==> config.mk <==
export PLATFORM = sky130hd
export DESIGN_NAME = axil_gpio_slave_flat
export DESIGN_NICKNAME = d
export VERILOG_FILES = /design/src/rtl/axil_pkg.sv /design/src/rtl/axil_gpio_slave_if.sv /design/src/rtl/sync_2ff.sv /design/src/rtl/axil_gpio_slave.sv /design/src/flat_wrapper.sv
export SDC_FILE = /design/constraint.sdc
export NUM_CORES = 1
export LEC_CHECK = 0
export CORE_MARGIN = 1.5
export CORE_UTILIZATION = 45
export CTS_BUF_LIST = sky130_fd_sc_hd__clkbuf_4 sky130_fd_sc_hd__clkbuf_8 sky130_fd_sc_hd__clkbuf_16
export CTS_CLUSTER_SIZE = 28
export DETAILED_ROUTE_END_ITERATION = 6
export PLACE_DENSITY_LB_ADDON = 0.2
export SYNTH_ARGS = -nofsm -noshare
export SYNTH_HDL_FRONTEND = slang
export SYNTH_HIERARCHICAL = 1
export SYNTH_SLANG_ARGS = --single-unit
export TNS_END_PERCENT = 1
==> constraint.sdc <==
create_clock -name clk -period 1.85 [get_ports clk]
set_input_delay 0.37 -clock clk [delete_from_list [all_inputs] [get_ports clk]]
set_output_delay 0.37 -clock clk [all_outputs]
set_load 0.02 [all_outputs]
==> src/rtl/axil_pkg.sv <==
// Shared AXI4-Lite GPIO definitions: response codes, register offsets, byte-merge helper.
package axil_pkg;

    localparam int unsigned DATA_W = 32;
    localparam int unsigned STRB_W = DATA_W / 8;
    localparam int unsigned IDX_W  = 7;

    typedef enum logic [1:0] {
        OKAY   = 2'b00,
        SLVERR = 2'b10
    } resp_t;

    localparam logic [IDX_W-1:0] GPIO_DATA_OFS = 7'd0;
    localparam logic [IDX_W-1:0] GPIO_TRI_OFS  = 7'd1;

    // Replace the bytes of old_val selected by strb with the matching bytes of new_val.
    function automatic logic [DATA_W-1:0] apply_wstrb(
        input logic [DATA_W-1:0] old_val,
        input logic [DATA_W-1:0] new_val,
        input logic [STRB_W-1:0] strb
    );
        logic [DATA_W-1:0] res;
        res = old_val;
        for (int i = 0; i < int'(STRB_W); i++) begin
            if (strb[i]) begin
                res[8*i +: 8] = new_val[8*i +: 8];
            end
        end
        return res;
    endfunction

endpackage

==> src/rtl/axil_gpio_slave_if.sv <==
// AXI4-Lite bus bundle between a master and the GPIO slave.
interface axil_gpio_slave_if #(
    parameter int unsigned ADDR_W = 9
) ();

    logic [ADDR_W-1:0] s_axi_awaddr;
    logic              s_axi_awvalid;
    logic              s_axi_awready;
    logic [31:0]       s_axi_wdata;
    logic [3:0]        s_axi_wstrb;
    logic              s_axi_wvalid;
    logic              s_axi_wready;
    logic [1:0]        s_axi_bresp;
    logic              s_axi_bvalid;
    logic              s_axi_bready;
    logic [ADDR_W-1:0] s_axi_araddr;
    logic              s_axi_arvalid;
    logic              s_axi_arready;
    logic [31:0]       s_axi_rdata;
    logic [1:0]        s_axi_rresp;
    logic              s_axi_rvalid;
    logic              s_axi_rready;

    modport master (
        output s_axi_awaddr, s_axi_awvalid, s_axi_wdata, s_axi_wstrb, s_axi_wvalid,
        output s_axi_bready, s_axi_araddr, s_axi_arvalid, s_axi_rready,
        input  s_axi_awready, s_axi_wready, s_axi_bresp, s_axi_bvalid,
        input  s_axi_arready, s_axi_rdata, s_axi_rresp, s_axi_rvalid
    );

    modport slave (
        input  s_axi_awaddr, s_axi_awvalid, s_axi_wdata, s_axi_wstrb, s_axi_wvalid,
        input  s_axi_bready, s_axi_araddr, s_axi_arvalid, s_axi_rready,
        output s_axi_awready, s_axi_wready, s_axi_bresp, s_axi_bvalid,
        output s_axi_arready, s_axi_rdata, s_axi_rresp, s_axi_rvalid
    );

endinterface

==> src/rtl/sync_2ff.sv <==
// Two-flop synchronizer for asynchronous inputs.
module sync_2ff #(
    parameter int unsigned WIDTH = 1
) (
    input  logic             clk,
    input  logic             reset,
    input  logic [WIDTH-1:0] d,
    output logic [WIDTH-1:0] q
);

    logic [WIDTH-1:0] meta_q;

    // Metastability stage followed by the stable output stage.
    always_ff @(posedge clk) begin
        if (reset) begin
            meta_q <= '0;
            q      <= '0;
        end else begin
            meta_q <= d;
            q      <= meta_q;
        end
    end

endmodule

==> src/rtl/axil_gpio_slave.sv <==
// AXI4-Lite slave exposing a 32-bit GPIO DATA register and a TRI (direction) register.
module axil_gpio_slave
    import axil_pkg::*;
#(
    parameter int unsigned ADDR_W    = 9,
    parameter logic [31:0] TRI_RESET = 32'hFFFF_FFFF
) (
    input  logic                clk,
    input  logic                reset,
    axil_gpio_slave_if.slave    bus,
    input  logic [DATA_W-1:0]   gpio_io_i,
    output logic [DATA_W-1:0]   gpio_io_o,
    output logic [DATA_W-1:0]   gpio_io_t
);

    // Register state
    logic [DATA_W-1:0] data_q;
    logic [DATA_W-1:0] tri_q;
    logic [DATA_W-1:0] pins_sync;

    // Write-side holders and response
    logic              aw_full_q;
    logic              w_full_q;
    logic [IDX_W-1:0]  aw_idx_q;
    logic [DATA_W-1:0] w_data_q;
    logic [STRB_W-1:0] w_strb_q;
    logic              aw_ready_q;
    logic              w_ready_q;
    logic              bvalid_q;
    resp_t             bresp_q;

    // Read-side state
    logic              ar_ready_q;
    logic              rvalid_q;
    logic [DATA_W-1:0] rdata_q;
    resp_t             rresp_q;

    // Combinational helpers
    logic [ADDR_W-1:0] awaddr_c;
    logic [ADDR_W-1:0] araddr_c;
    logic              aw_hs_c;
    logic              w_hs_c;
    logic              b_hs_c;
    logic              ar_hs_c;
    logic              r_hs_c;
    logic              commit_c;
    logic [IDX_W-1:0]  wr_idx_c;
    logic [DATA_W-1:0] wr_data_c;
    logic [STRB_W-1:0] wr_strb_c;
    logic              aw_full_d;
    logic              w_full_d;
    logic              bvalid_d;
    logic              rvalid_d;
    logic [IDX_W-1:0]  rd_idx_c;
    logic [DATA_W-1:0] rd_val_c;
    resp_t             rd_resp_c;
    logic              unused_addr_bits;

    assign awaddr_c = bus.s_axi_awaddr;
    assign araddr_c = bus.s_axi_araddr;
    assign unused_addr_bits = ^{awaddr_c[1:0], araddr_c[1:0]};

    // Pin inputs are asynchronous; only the synchronized copy is used.
    sync_2ff #(.WIDTH(DATA_W)) u_sync (
        .clk   (clk),
        .reset (reset),
        .d     (gpio_io_i),
        .q     (pins_sync)
    );

    // Handshakes, write commit condition and next-state of the channel flags.
    always_comb begin
        aw_hs_c   = bus.s_axi_awvalid & aw_ready_q;
        w_hs_c    = bus.s_axi_wvalid & w_ready_q;
        b_hs_c    = bvalid_q & bus.s_axi_bready;
        ar_hs_c   = bus.s_axi_arvalid & ar_ready_q;
        r_hs_c    = rvalid_q & bus.s_axi_rready;
        wr_idx_c  = aw_full_q ? aw_idx_q : awaddr_c[8:2];
        wr_data_c = w_full_q ? w_data_q : bus.s_axi_wdata;
        wr_strb_c = w_full_q ? w_strb_q : bus.s_axi_wstrb;
        commit_c  = (aw_full_q | aw_hs_c) & (w_full_q | w_hs_c) & ~bvalid_q;
        aw_full_d = b_hs_c ? 1'b0 : (aw_full_q | aw_hs_c);
        w_full_d  = b_hs_c ? 1'b0 : (w_full_q | w_hs_c);
        bvalid_d  = commit_c | (bvalid_q & ~b_hs_c);
        rvalid_d  = ar_hs_c | (rvalid_q & ~r_hs_c);
    end

    // Read data mux: input bits come from the pins, output bits from DATA.
    always_comb begin
        rd_idx_c  = araddr_c[8:2];
        rd_val_c  = '0;
        rd_resp_c = OKAY;
        if (rd_idx_c == GPIO_DATA_OFS) begin
            rd_val_c = (pins_sync & tri_q) | (data_q & ~tri_q);
        end else if (rd_idx_c == GPIO_TRI_OFS) begin
            rd_val_c = tri_q;
        end else begin
            rd_resp_c = SLVERR;
        end
    end

    // Write channel: AW/W holders, register update on commit, B response.
    always_ff @(posedge clk) begin
        if (reset) begin
            aw_full_q  <= 1'b0;
            w_full_q   <= 1'b0;
            aw_idx_q   <= '0;
            w_data_q   <= '0;
            w_strb_q   <= '0;
            aw_ready_q <= 1'b0;
            w_ready_q  <= 1'b0;
            bvalid_q   <= 1'b0;
            bresp_q    <= OKAY;
            data_q     <= '0;
            tri_q      <= TRI_RESET;
        end else begin
            aw_full_q  <= aw_full_d;
            w_full_q   <= w_full_d;
            aw_ready_q <= ~aw_full_d & ~bvalid_d;
            w_ready_q  <= ~w_full_d & ~bvalid_d;
            bvalid_q   <= bvalid_d;
            if (aw_hs_c) begin
                aw_idx_q <= awaddr_c[8:2];
            end
            if (w_hs_c) begin
                w_data_q <= bus.s_axi_wdata;
                w_strb_q <= bus.s_axi_wstrb;
            end
            if (commit_c) begin
                if (wr_idx_c == GPIO_DATA_OFS) begin
                    data_q  <= apply_wstrb(data_q, wr_data_c, wr_strb_c);
                    bresp_q <= OKAY;
                end else if (wr_idx_c == GPIO_TRI_OFS) begin
                    tri_q   <= apply_wstrb(tri_q, wr_data_c, wr_strb_c);
                    bresp_q <= OKAY;
                end else begin
                    bresp_q <= SLVERR;
                end
            end
        end
    end

    // Read channel: sample register contents at the AR handshake, hold until R handshake.
    always_ff @(posedge clk) begin
        if (reset) begin
            ar_ready_q <= 1'b0;
            rvalid_q   <= 1'b0;
            rdata_q    <= '0;
            rresp_q    <= OKAY;
        end else begin
            ar_ready_q <= ~rvalid_d;
            rvalid_q   <= rvalid_d;
            if (ar_hs_c) begin
                rdata_q <= rd_val_c;
                rresp_q <= rd_resp_c;
            end
        end
    end

    assign bus.s_axi_awready = aw_ready_q;
    assign bus.s_axi_wready  = w_ready_q;
    assign bus.s_axi_bvalid  = bvalid_q;
    assign bus.s_axi_bresp   = bresp_q;
    assign bus.s_axi_arready = ar_ready_q;
    assign bus.s_axi_rvalid  = rvalid_q;
    assign bus.s_axi_rdata   = rdata_q;
    assign bus.s_axi_rresp   = rresp_q;
    assign gpio_io_o         = data_q;
    assign gpio_io_t         = tri_q;

endmodule

==> src/flat_wrapper.sv <==
// flat-port wrapper written by rule: the top's interface ports become plain ports
module axil_gpio_slave_flat import axil_pkg::*;
#(
    parameter int unsigned ADDR_W    = 9,
    parameter logic [31:0] TRI_RESET = 32'hFFFF_FFFF
)
  (clk, reset, gpio_io_i, gpio_io_o, gpio_io_t, bus_s_axi_awaddr, bus_s_axi_awvalid, bus_s_axi_wdata, bus_s_axi_wstrb, bus_s_axi_wvalid, bus_s_axi_bready, bus_s_axi_araddr, bus_s_axi_arvalid, bus_s_axi_rready, bus_s_axi_awready, bus_s_axi_wready, bus_s_axi_bresp, bus_s_axi_bvalid, bus_s_axi_arready, bus_s_axi_rdata, bus_s_axi_rresp, bus_s_axi_rvalid);
  axil_gpio_slave_if #(.ADDR_W(ADDR_W)) bus_i ();
  input  logic clk;
  input  logic reset;
  input  logic [DATA_W-1:0] gpio_io_i;
  output logic [DATA_W-1:0] gpio_io_o;
  output logic [DATA_W-1:0] gpio_io_t;
  input wire logic [$bits(bus_i.s_axi_awaddr)-1:0] bus_s_axi_awaddr;
  input wire logic [$bits(bus_i.s_axi_awvalid)-1:0] bus_s_axi_awvalid;
  input wire logic [$bits(bus_i.s_axi_wdata)-1:0] bus_s_axi_wdata;
  input wire logic [$bits(bus_i.s_axi_wstrb)-1:0] bus_s_axi_wstrb;
  input wire logic [$bits(bus_i.s_axi_wvalid)-1:0] bus_s_axi_wvalid;
  input wire logic [$bits(bus_i.s_axi_bready)-1:0] bus_s_axi_bready;
  input wire logic [$bits(bus_i.s_axi_araddr)-1:0] bus_s_axi_araddr;
  input wire logic [$bits(bus_i.s_axi_arvalid)-1:0] bus_s_axi_arvalid;
  input wire logic [$bits(bus_i.s_axi_rready)-1:0] bus_s_axi_rready;
  output wire logic [$bits(bus_i.s_axi_awready)-1:0] bus_s_axi_awready;
  output wire logic [$bits(bus_i.s_axi_wready)-1:0] bus_s_axi_wready;
  output wire logic [$bits(bus_i.s_axi_bresp)-1:0] bus_s_axi_bresp;
  output wire logic [$bits(bus_i.s_axi_bvalid)-1:0] bus_s_axi_bvalid;
  output wire logic [$bits(bus_i.s_axi_arready)-1:0] bus_s_axi_arready;
  output wire logic [$bits(bus_i.s_axi_rdata)-1:0] bus_s_axi_rdata;
  output wire logic [$bits(bus_i.s_axi_rresp)-1:0] bus_s_axi_rresp;
  output wire logic [$bits(bus_i.s_axi_rvalid)-1:0] bus_s_axi_rvalid;
  assign bus_i.s_axi_awaddr = bus_s_axi_awaddr;
  assign bus_i.s_axi_awvalid = bus_s_axi_awvalid;
  assign bus_i.s_axi_wdata = bus_s_axi_wdata;
  assign bus_i.s_axi_wstrb = bus_s_axi_wstrb;
  assign bus_i.s_axi_wvalid = bus_s_axi_wvalid;
  assign bus_i.s_axi_bready = bus_s_axi_bready;
  assign bus_i.s_axi_araddr = bus_s_axi_araddr;
  assign bus_i.s_axi_arvalid = bus_s_axi_arvalid;
  assign bus_i.s_axi_rready = bus_s_axi_rready;
  assign bus_s_axi_awready = bus_i.s_axi_awready;
  assign bus_s_axi_wready = bus_i.s_axi_wready;
  assign bus_s_axi_bresp = bus_i.s_axi_bresp;
  assign bus_s_axi_bvalid = bus_i.s_axi_bvalid;
  assign bus_s_axi_arready = bus_i.s_axi_arready;
  assign bus_s_axi_rdata = bus_i.s_axi_rdata;
  assign bus_s_axi_rresp = bus_i.s_axi_rresp;
  assign bus_s_axi_rvalid = bus_i.s_axi_rvalid;
  axil_gpio_slave #(.ADDR_W(ADDR_W), .TRI_RESET(TRI_RESET)) u_core (.clk(clk), .reset(reset), .bus(bus_i), .gpio_io_i(gpio_io_i), .gpio_io_o(gpio_io_o), .gpio_io_t(gpio_io_t));
endmodule
# Word level (Yosys, flattened, before mapping)
# Cells that the tools add are included.
[op_classes] n_mux=11 shifts=0 order_cmp=0 n_reduce_logical=10 n_eq_ne=2 n_div=0 n_bitwise=27 add_sub_neg=0 mul=0
[ops] operator="32-bit 2-to-1 mux" n=3
[ops] operator="32-bit AND" n=2
[ops] operator="32-bit inverter" n=1
[ops] operator="32-bit OR" n=1
[ops] operator="4-bit AND reduction" n=4
[ops] operator="7-bit by 1-bit equality test with 1-bit output (second input constant)" n=2
[ops] operator="7-bit logical NOT" n=2
[ops] operator="3-bit AND reduction" n=4
[ops] operator="1-bit AND" n=11
[ops] operator="2-bit 2-to-1 mux" n=4
[ops] operator="1-bit inverter" n=8
[ops] operator="7-bit 2-to-1 mux" n=1
[ops] operator="4-bit 2-to-1 mux" n=1
[ops] operator="1-bit OR" n=4
[ops] operator="1-bit 2-to-1 mux" n=2
[totals] in_bits=93 out_inout_bits=105 ram_bits=0 n_memories=0 latch_bits=0 regBits=214 wordCells=73 rom_bits=0

# Depth between registers and ports, before layout
# Gate-level depths: netlist (run 1).
[logic_depth] word_depth=7 mapped_depth=7

# Cells and area by module
# Netlist (run 1), hierarchy kept.
[modules_own_cells] module="axil_gpio_slave" area_per_inst_um2=6732.7 n_inst=1 cells_each=810
[modules_own_cells] module="sync_2ff" area_per_inst_um2=1918.1 n_inst=1 cells_each=135

# Worst setup path after synthesis (run 1)
# OpenSTA, ideal clock, no wires.
[synth_timing] kind="register to register" startpoint="register u_core.aw_ready_q, in the netlist u_core/bus.s_axi_awready" endpoint="register u_core.data_q[10], in the netlist u_core/gpio_io_o[10]" n_path_buf=1 path_slack_ps=10 setup_time_ps=147 stages_incl_launch_ff=6 arrival_ps=1693 t_required_ps=1703 path_cell_list="dfxtp_1 clkbuf_1 a21o_1 o211ai_1 nor3_1 a211oi_1"
[synth_between] elab_chain_len=5
[synth_lines] item="start: declaration" line="axil_gpio_slave.sv:27" text="logic aw_ready_q;"
[synth_lines] item="start signal: assignment" line="axil_gpio_slave.sv:119" text="aw_ready_q <= ~aw_full_d & ~bvalid_d;"
[synth_lines] item="1-bit AND" line="axil_gpio_slave.sv:73" text="aw_hs_c = bus.s_axi_awvalid & aw_ready_q;"
[synth_lines] item="1-bit OR" line="axil_gpio_slave.sv:81" text="commit_c = (aw_full_q | aw_hs_c) & (w_full_q | w_hs_c) & ~bvalid_q;"
[synth_lines] item="1-bit AND (2 in series)" line="axil_gpio_slave.sv:81"
[synth_lines] item="3-bit AND reduction (no line)"
[synth_lines] item="end signal: assignment" line="axil_gpio_slave.sv:131" text="data_q <= apply_wstrb(data_q, wr_data_c, wr_strb_c);"
[synth_lines] item="end: declaration" line="axil_gpio_slave.sv:17" text="logic [DATA_W-1:0] data_q;"
# No other way between the ends.
# A chain may end at the register's enable or synchronous reset.

# Worst setup path in the final report (run 1)
[layout_timing] startpoint="register u_core.aw_full_q" endpoint="register u_core.tri_q[28], in the netlist u_core/gpio_io_t[28]"
[layout_between] elab_chain_len=4 elab_cells_between_ends=8 classes_between="eq/ne: 1; mux: 1; bitwise: 4; reduce/logical: 2"
[layout_lines] item="start: declaration" line="axil_gpio_slave.sv:22" text="logic aw_full_q;"
[layout_lines] item="start signal: assignment" line="axil_gpio_slave.sv:117" text="aw_full_q <= aw_full_d;"
[layout_lines] item="7-bit 2-to-1 mux / 1-bit OR (equally long branches)" line="axil_gpio_slave.sv:78, axil_gpio_slave.sv:81"
[layout_lines] item="7-bit logical NOT / 1-bit AND (equally long branches)" line="axil_gpio_slave.sv:130, axil_gpio_slave.sv:81"
[layout_lines] item="1-bit inverter (no line) / 1-bit AND (equally long branches)"
[layout_lines] item="4-bit AND reduction (no line) *"
[layout_lines] item="end signal: assignment" line="axil_gpio_slave.sv:134" text="tri_q <= apply_wstrb(tri_q, wr_data_c, wr_strb_c);"
[layout_lines] item="end: declaration" line="axil_gpio_slave.sv:18" text="logic [DATA_W-1:0] tri_q;"
# Every way passes the cells marked *; elsewhere a longest branch is shown, timed or not.

==> reports/qor.yml, run 1 <==
num_vias: 7668
core_um2: 18800
internal_power_mw: 8.05
final_cells: 1391
synth_top_cell_area_share_pct: 49.1
ir_drop_v: 0.000670
first_global_vias: 6853
drv_cap: 0
worstPathRequired_ps: 2240
drt_iter0_drc: 638
synthArstFlopShare_pct: 0
synthAdderAreaFrac_pct: 0
crit_path_start_kind: "flip-flop"
swShare_pct: 23.9
place_congestion: 0.864
yosys.area_share.simple_pct: 21.8
fin_tns_setup_ps: -733
finClkSkew_ps: 11.6
yosys.area.top_type: "dfxtp_1"
synth_top_family_by_area: "simple AND/OR/NAND/NOR gates"
fill_cells: 1638
fin_crit_sh_pct: 103
drive_above_1_share_pct: 19.3
syn_inst: 945
netSwitchingPower_mw: 2.52
synth_edf_count: 0
leakagePower_nw: 4.55
crit_path_max_fanout: 8
violations: "negative setup slack"
worst_slew_pin_slew_ps: 655
cts_buffers: 22
gr-usage-all-layers_pct: 24.3
synth.mux.area_fraction_pct: 4.96
grt_pass1_wl_mm: 38.2
arrival_ps: 2300
synth_warnings: 6
yosys.area_share.xor_xnor_pct: 0
clockBufferDepth: 3
place_hpwl_mm: 17.5
slew_headroom_pct: 56.3
netlist_area_um2: 8650
pin_count: 198
post-route-min-period_ps: 1910
fin_ws_ps: -62.3
setup_viol: 27
clk_pin_slew_worst_paths_ps: 60
rows: 50
wirelength_mm: 25.0
avgSynthCellArea_um2: 9.15
clock_power_share_pct: 43.2
wl_per_cell_um: 17.9
max_freq_ghz: 0.523
post-route-drc-count: 0
fp.dieW_um: 142
final-hold-violation-count: 0
dr.pass1.iters: 5
p_total_mw: 10.6
pwr-share-seq_pct: 45.1
grt_overflow: 0
ys_seq_elements: 212
portBuffers: 191
cts_root_buffer: "clkbuf_16"
cts_tree: "yes"
viasPerCell: 5.51
die_area_um2: 20100
synth.distinct_cells: 50
crit_type: "flip-flop to flip-flop"
dp_cells: 1347
syn_to_final_growth_pct: 37.2
mostFrequentLayoutCell: "dfxtp_1"
final_antenna_net_count: 0
insertion_delay_ps: 500
seq_area_frac_synth_pct: 49.1
place_ws_ps: -545
end_kind: "flip-flop"
whs_ps: 238
grt_setup_unrepaired: "yes"
synth_compound_area_share_pct: 19.0
start_util_pct: 46.1
die_h_um: 142
powerDensity_nw_per_um2: 890
yosys_most_used_dff: "dfxtp_1"
synthTopCellsByArea: "dfxtp_1 (49%), nor2b_2 (6.1%), nand2_1 (5.4%), a21oi_1 (4.7%), o21ai_0 (4.2%)"
cts.sinks: 212
cts_max_level: 1
status: "finished, violations left"
nNetsFinal: 1233
grt_max_degree: 96
drv_slew: 0
antenna_found_initial: 3
p_comb_share_pct: 11.6
min_path_type: "primary input to flip-flop"
final_cell_mix: "dfxtp_1 (209), nand2_1 (125), clkdlybuf4s50_1 (102), a21oi_1 (81), o21ai_0 (70)"
## final timing paths
check                      startpoint              endpoint  slack, ps  cells past startpoint
max                  u_core/aw_full_q  u_core/gpio_io_t[28]        -60                      5
min                             reset   u_core/u_sync/q[31]        240                      2
max reg2reg          u_core/aw_full_q  u_core/gpio_io_t[28]        -60                      5
min reg2reg  u_core/u_sync/meta_q[15]   u_core/u_sync/q[15]        440                      1
## worst max-delay path: stages, from the launching register on
cell     delay (ps)
dfxtp_2         340
buf_4           170
or4_4           450
o22ai_4         290
nand3_4         200
mux2_1          350
## flip-flops by register name (all words and copies together) (netlist names), 4 cells and up
signal	count
u_core/bus.s_axi_rdata	32
u_core/gpio_io_o	32
u_core/gpio_io_t	32
u_core/u_sync/meta_q	32
u_core/u_sync/q	32
u_core/w_data_q	32
u_core/aw_idx_q	7
u_core/w_strb_q	4
## power groups by stage
stage / logic, mW / registers [mW] / clock network (mW)
final: 1.23 / 4.77 / 4.57
after global routing: 1.32 / 4.78 / 4.86
after CTS: 1.20 / 4.77 / 4.64
after detailed placement: 1.20 / 4.87 / 0
after global placement: 1.19 / 4.87 / 0
after floorplan: 0.652 / 4.86 / 0
## kinds of logic (layout without fill, tap and decap cells)
logic type / after synthesis / in the layout
AO/OA/AOI/OAI: 269 / 269
buffers and inverters: 86 / 294
flip-flops: 212 / 212
multiplexers: 41 / 41
other: 1 / 5
AND/OR/NAND/NOR: 336 / 336
## per-stage QoR
stage	utilization, %	cell area, um^2
2_1_floorplan	-	8650
3_3_place_gp	58.9	11100
3_5_place_dp	58.9	11100
4_1_cts	62.5	11700
5_1_grt	63.2	11900
6_report	63.2	11900
## cell usage after synthesis (12+ instances only)
| master | number |
|---|---|
| mux2_2 | 14 |
| mux2i_1 | 26 |
| nand4_1 | 18 |
| a31oi_1 | 38 |
| a21o_1 | 19 |
| nand2_1 | 125 |
| o21ai_0 | 72 |
| clkbuf_1 | 46 |
| dfxtp_1 | 212 |
| a21oi_1 | 81 |
| nand2b_1 | 32 |
| nor3_1 | 12 |
| buf_2 | 21 |
| a211oi_1 | 27 |
| a31o_2 | 18 |
| nor2b_2 | 60 |
| nor4_1 | 13 |
| nand3_1 | 43 |
## routing by layer
metal | wire length [um] | vias up | track usage [%]
met5 | 0 | - | 0
met4 | 495 | 0 | 7.65
met3 | 1940 | 33 | 5.53
met2 | 11400 | 270 | 38.0
met1 | 11100 | 3632 | 33.4
li1 | - | 3733 | -
## final cells by class
type / instances / area (um^2) / area share, %
sequential: 212 / 4250 / 35.8
multi-input combinational: 648 / 4040 / 34.0
timing repair buffer: 253 / 2520 / 21.2
clock buffer: 31 / 667 / 5.62
tap: 234 / 293 / 2.47
clock inverter: 7 / 85.1 / 0.717
inverter: 3 / 11.3 / 0.0949
antenna: 3 / 7.51 / 0.0632
## timing repair
item / in CTS / in global routing
endpoints found under the setup margin: 122 / 83
hold buffers: 0 / 0
buffers inserted: 0 / 3
pin swaps: 1 / 1
resized for setup: 71 / 32
(Power assumes the default switching activity.)
==> run 2, diff against run 1 <==
CELL_PAD_IN_SITES_DETAIL_PLACEMENT = 0   (was unset)
CELL_PAD_IN_SITES_GLOBAL_PLACEMENT = 1   (was unset)
CORE_UTILIZATION = 34   (was 45)
SYNTH_HIERARCHICAL = unset   (was 1)
==> run 2 against run 1 <==
  * First-iteration DRC count is 49% lower
  * Utilization is 14 points lower
  * Combinational power is 13% lower
  * Highest routed layer is now met5
  * The flow now finishes without violations
  * Via count is 7.4% lower
  * Clock power is 14% higher
  * Cell count is 5.5% higher
  * Critical endpoint is now bus_s_axi_rdata[25]
  * Sequential cell count stayed put
  * Non-clock buffer count is 4 lower
  * Critical path type is now flip-flop to primary output
  * Hold slack better by 90 ps
==> reports/qor.yml, run 2 <==
status: "complete, no violations"
synth_edf_count: 0
cts_setup_buffers: 0
drv_slew: 0
antenna_found_initial: 3
clk_pin_slew_worst_paths_ps: 60
dr.pass1.iters: 5
syn_to_final_growth_pct: 42.3
synth_warnings: 0
cp_slowest_cell: "clkdlybuf4s50_1"
hold_buffers: 0
fp.dieW_um: 160
cts_buffers: 24
rows: 57
cts_max_level: 1
nNetsFinal: 1219
max_freq_ghz: 0.552
crit_path_max_fanout: 2
wl_per_cell_um: 16.1
insertion_delay_ps: 500
post-route-drc-count: 0
synth.most_common_cell: "dfxtp_1"
synth_common_cells: "dfxtp_1 (212), a21oi_1 (144), nand2_1 (120)"
fill_cells: 2364
synth_top_cell_area_share_pct: 50.4
die_area_um2: 25700
cp_num_buf_inv: 1
avgSynthCellArea_um2: 9.10
cp_top_family: "buffers and inverters"
slowest_delay_ps: 600
clockBufferDepth: 3
grt_overflow: 0
seq_area_frac_synth_pct: 50.4
end_kind: "primary output"
place_congestion: 0.765
pin_count: 198
cts_root_buffer: "clkbuf_16"
yosys_most_used_dff: "dfxtp_1"
viasPerCell: 4.83
syn_inst: 926
drt_iter0_drc: 328
setup_viol: 0
synth.distinct_cells: 34
drive_above_1_share_pct: 13.1
num_vias: 7097
crit_path_start_kind: "flip-flop"
dp_cells: 1424
min_path_type: "primary input to flip-flop"
ir_drop_v: 0.000654
start_util_pct: 34.6
post-route-min-period_ps: 1810
powerDensity_nw_per_um2: 920
cts_tree: "yes"
netlist_area_um2: 8430
fin_crit_sh_pct: 97.9
first_global_vias: 6676
p_total_mw: 11.0
die_h_um: 160
crit_chain: "clkdlybuf4s50_1"
grt_max_degree: 72
portBuffers: 191
ys_seq_elements: 212
final_antenna_net_count: 0
synthTopCellsByArea: "dfxtp_1 (50%), a21oi_1 (8.6%), nand2_1 (5.3%), nor2b_1 (4.8%), mux2i_1 (4.0%)"
crit_type: "flip-flop to primary output"
arrival_ps: 1440
leakagePower_nw: 4.59
core_um2: 24300
utilization_pct: 49.3
finClkSkew_ps: 7.53
final-hold-violation-count: 0
final_cells: 1468
grt_pass1_wl_mm: 37.8
wirelength_mm: 23.7
worstPathRequired_ps: 1480
cts.sinks: 212
drv_cap: 0
synthArstFlopShare_pct: 0
final_cell_mix: "dfxtp_1 (211), a21oi_1 (144), nand2_1 (120), clkdlybuf4s50_1 (97), dlygate4sd2_1 (71)"
grt_setup_unrepaired: "yes"
yosys.area.top_type: "dfxtp_1"
fin_tns_setup_ps: 0
mostFrequentLayoutCell: "dfxtp_1"
place_hpwl_mm: 16.6
gr-usage-all-layers_pct: 18.3
run 2: cell count changes after synthesis, sizes merged, moves of 9 or more:
| cell | change |
|---|---|
| a31oi | -38 |
| nand4 | -18 |
| nor4 | -11 |
| nor4b | +33 |
| a21o | -19 |
| o21ai | -10 |
| buf | -9 |
| a21oi | +64 |
| mux2 | -14 |
| nor2 | +30 |
| a31o | -18 |
run 2: path summary, 6_finish.rpt:
path | start | endpoint | slack (ps) | cells after the start
max | u_core.bus.s_axi_rdata[25] | bus_s_axi_rdata[25] | 40 | 1
min | reset | u_core.gpio_io_o[19] | 330 | 2
max reg2reg | u_core.aw_full_q | u_core.gpio_io_t[0] | 70 | 6
min reg2reg | u_core.u_sync.meta_q[11] | u_core.u_sync.q[11] | 430 | 1
run 2: final cells by class:
type / instances / area [um^2] / area share, %
antenna: 2 / 5.00 / 0.0418
clock buffer: 36 / 752 / 6.27
clock inverter: 6 / 130 / 1.09
multi-input combinational: 639 / 3900 / 32.5
sequential: 212 / 4250 / 35.4
tap: 324 / 405 / 3.38
timing repair buffer: 249 / 2550 / 21.3
run 2: kinds of logic (layout without fill, tap and decap cells):
kind of cell,after synthesis,count (layout),synth area share [%]
compound gates,253,253,16.9
buf+inv,76,291,4.08
other cells,1,4,0.0445
simple gates,349,349,24.4
mux,35,35,4.22
flops,212,212,50.4
run 2: what timing repair did:
| item | in CTS | in global routing |
|---|---|---|
| gates resized for setup | 73 | 28 |
| pin swaps | 1 | 2 |
| setup endpoints to repair | 80 | 58 |
| cloned | 0 | 0 |
run 2: layer usage:
| layer | track usage, % | part of all wire [%] | up-vias |
|---|---|---|---|
| li1 | - | - | 3632 |
| met3 | 4.70 | 7.0 | 22 |
| met2 | 27.9 | 44 | 166 |
| met4 | 3.10 | 0.75 | 2 |
| met1 | 26.3 | 48 | 3275 |
| met5 | 0 | 0.072 | - |
run 2: report_power, final:
group / switching (mW) / internal, mW / total [mW]
registers: 0.0602 / 4.70 / 4.76
logic: 0.543 / 0.528 / 1.07
clock network: 1.84 / 3.35 / 5.19
run 2: stage by stage:
stage | hold slack, ps | setup WS, ps | cell area [um^2]
2_1_floorplan | 414 | 118 | 8430
3_3_place_gp | 418 | -415 | 11100
3_5_place_dp | 422 | -438 | 11100
4_1_cts | 296 | 0.989 | 11900
5_1_grt | 341 | -74.6 | 12000
6_report | 327 | 38.6 | 12000
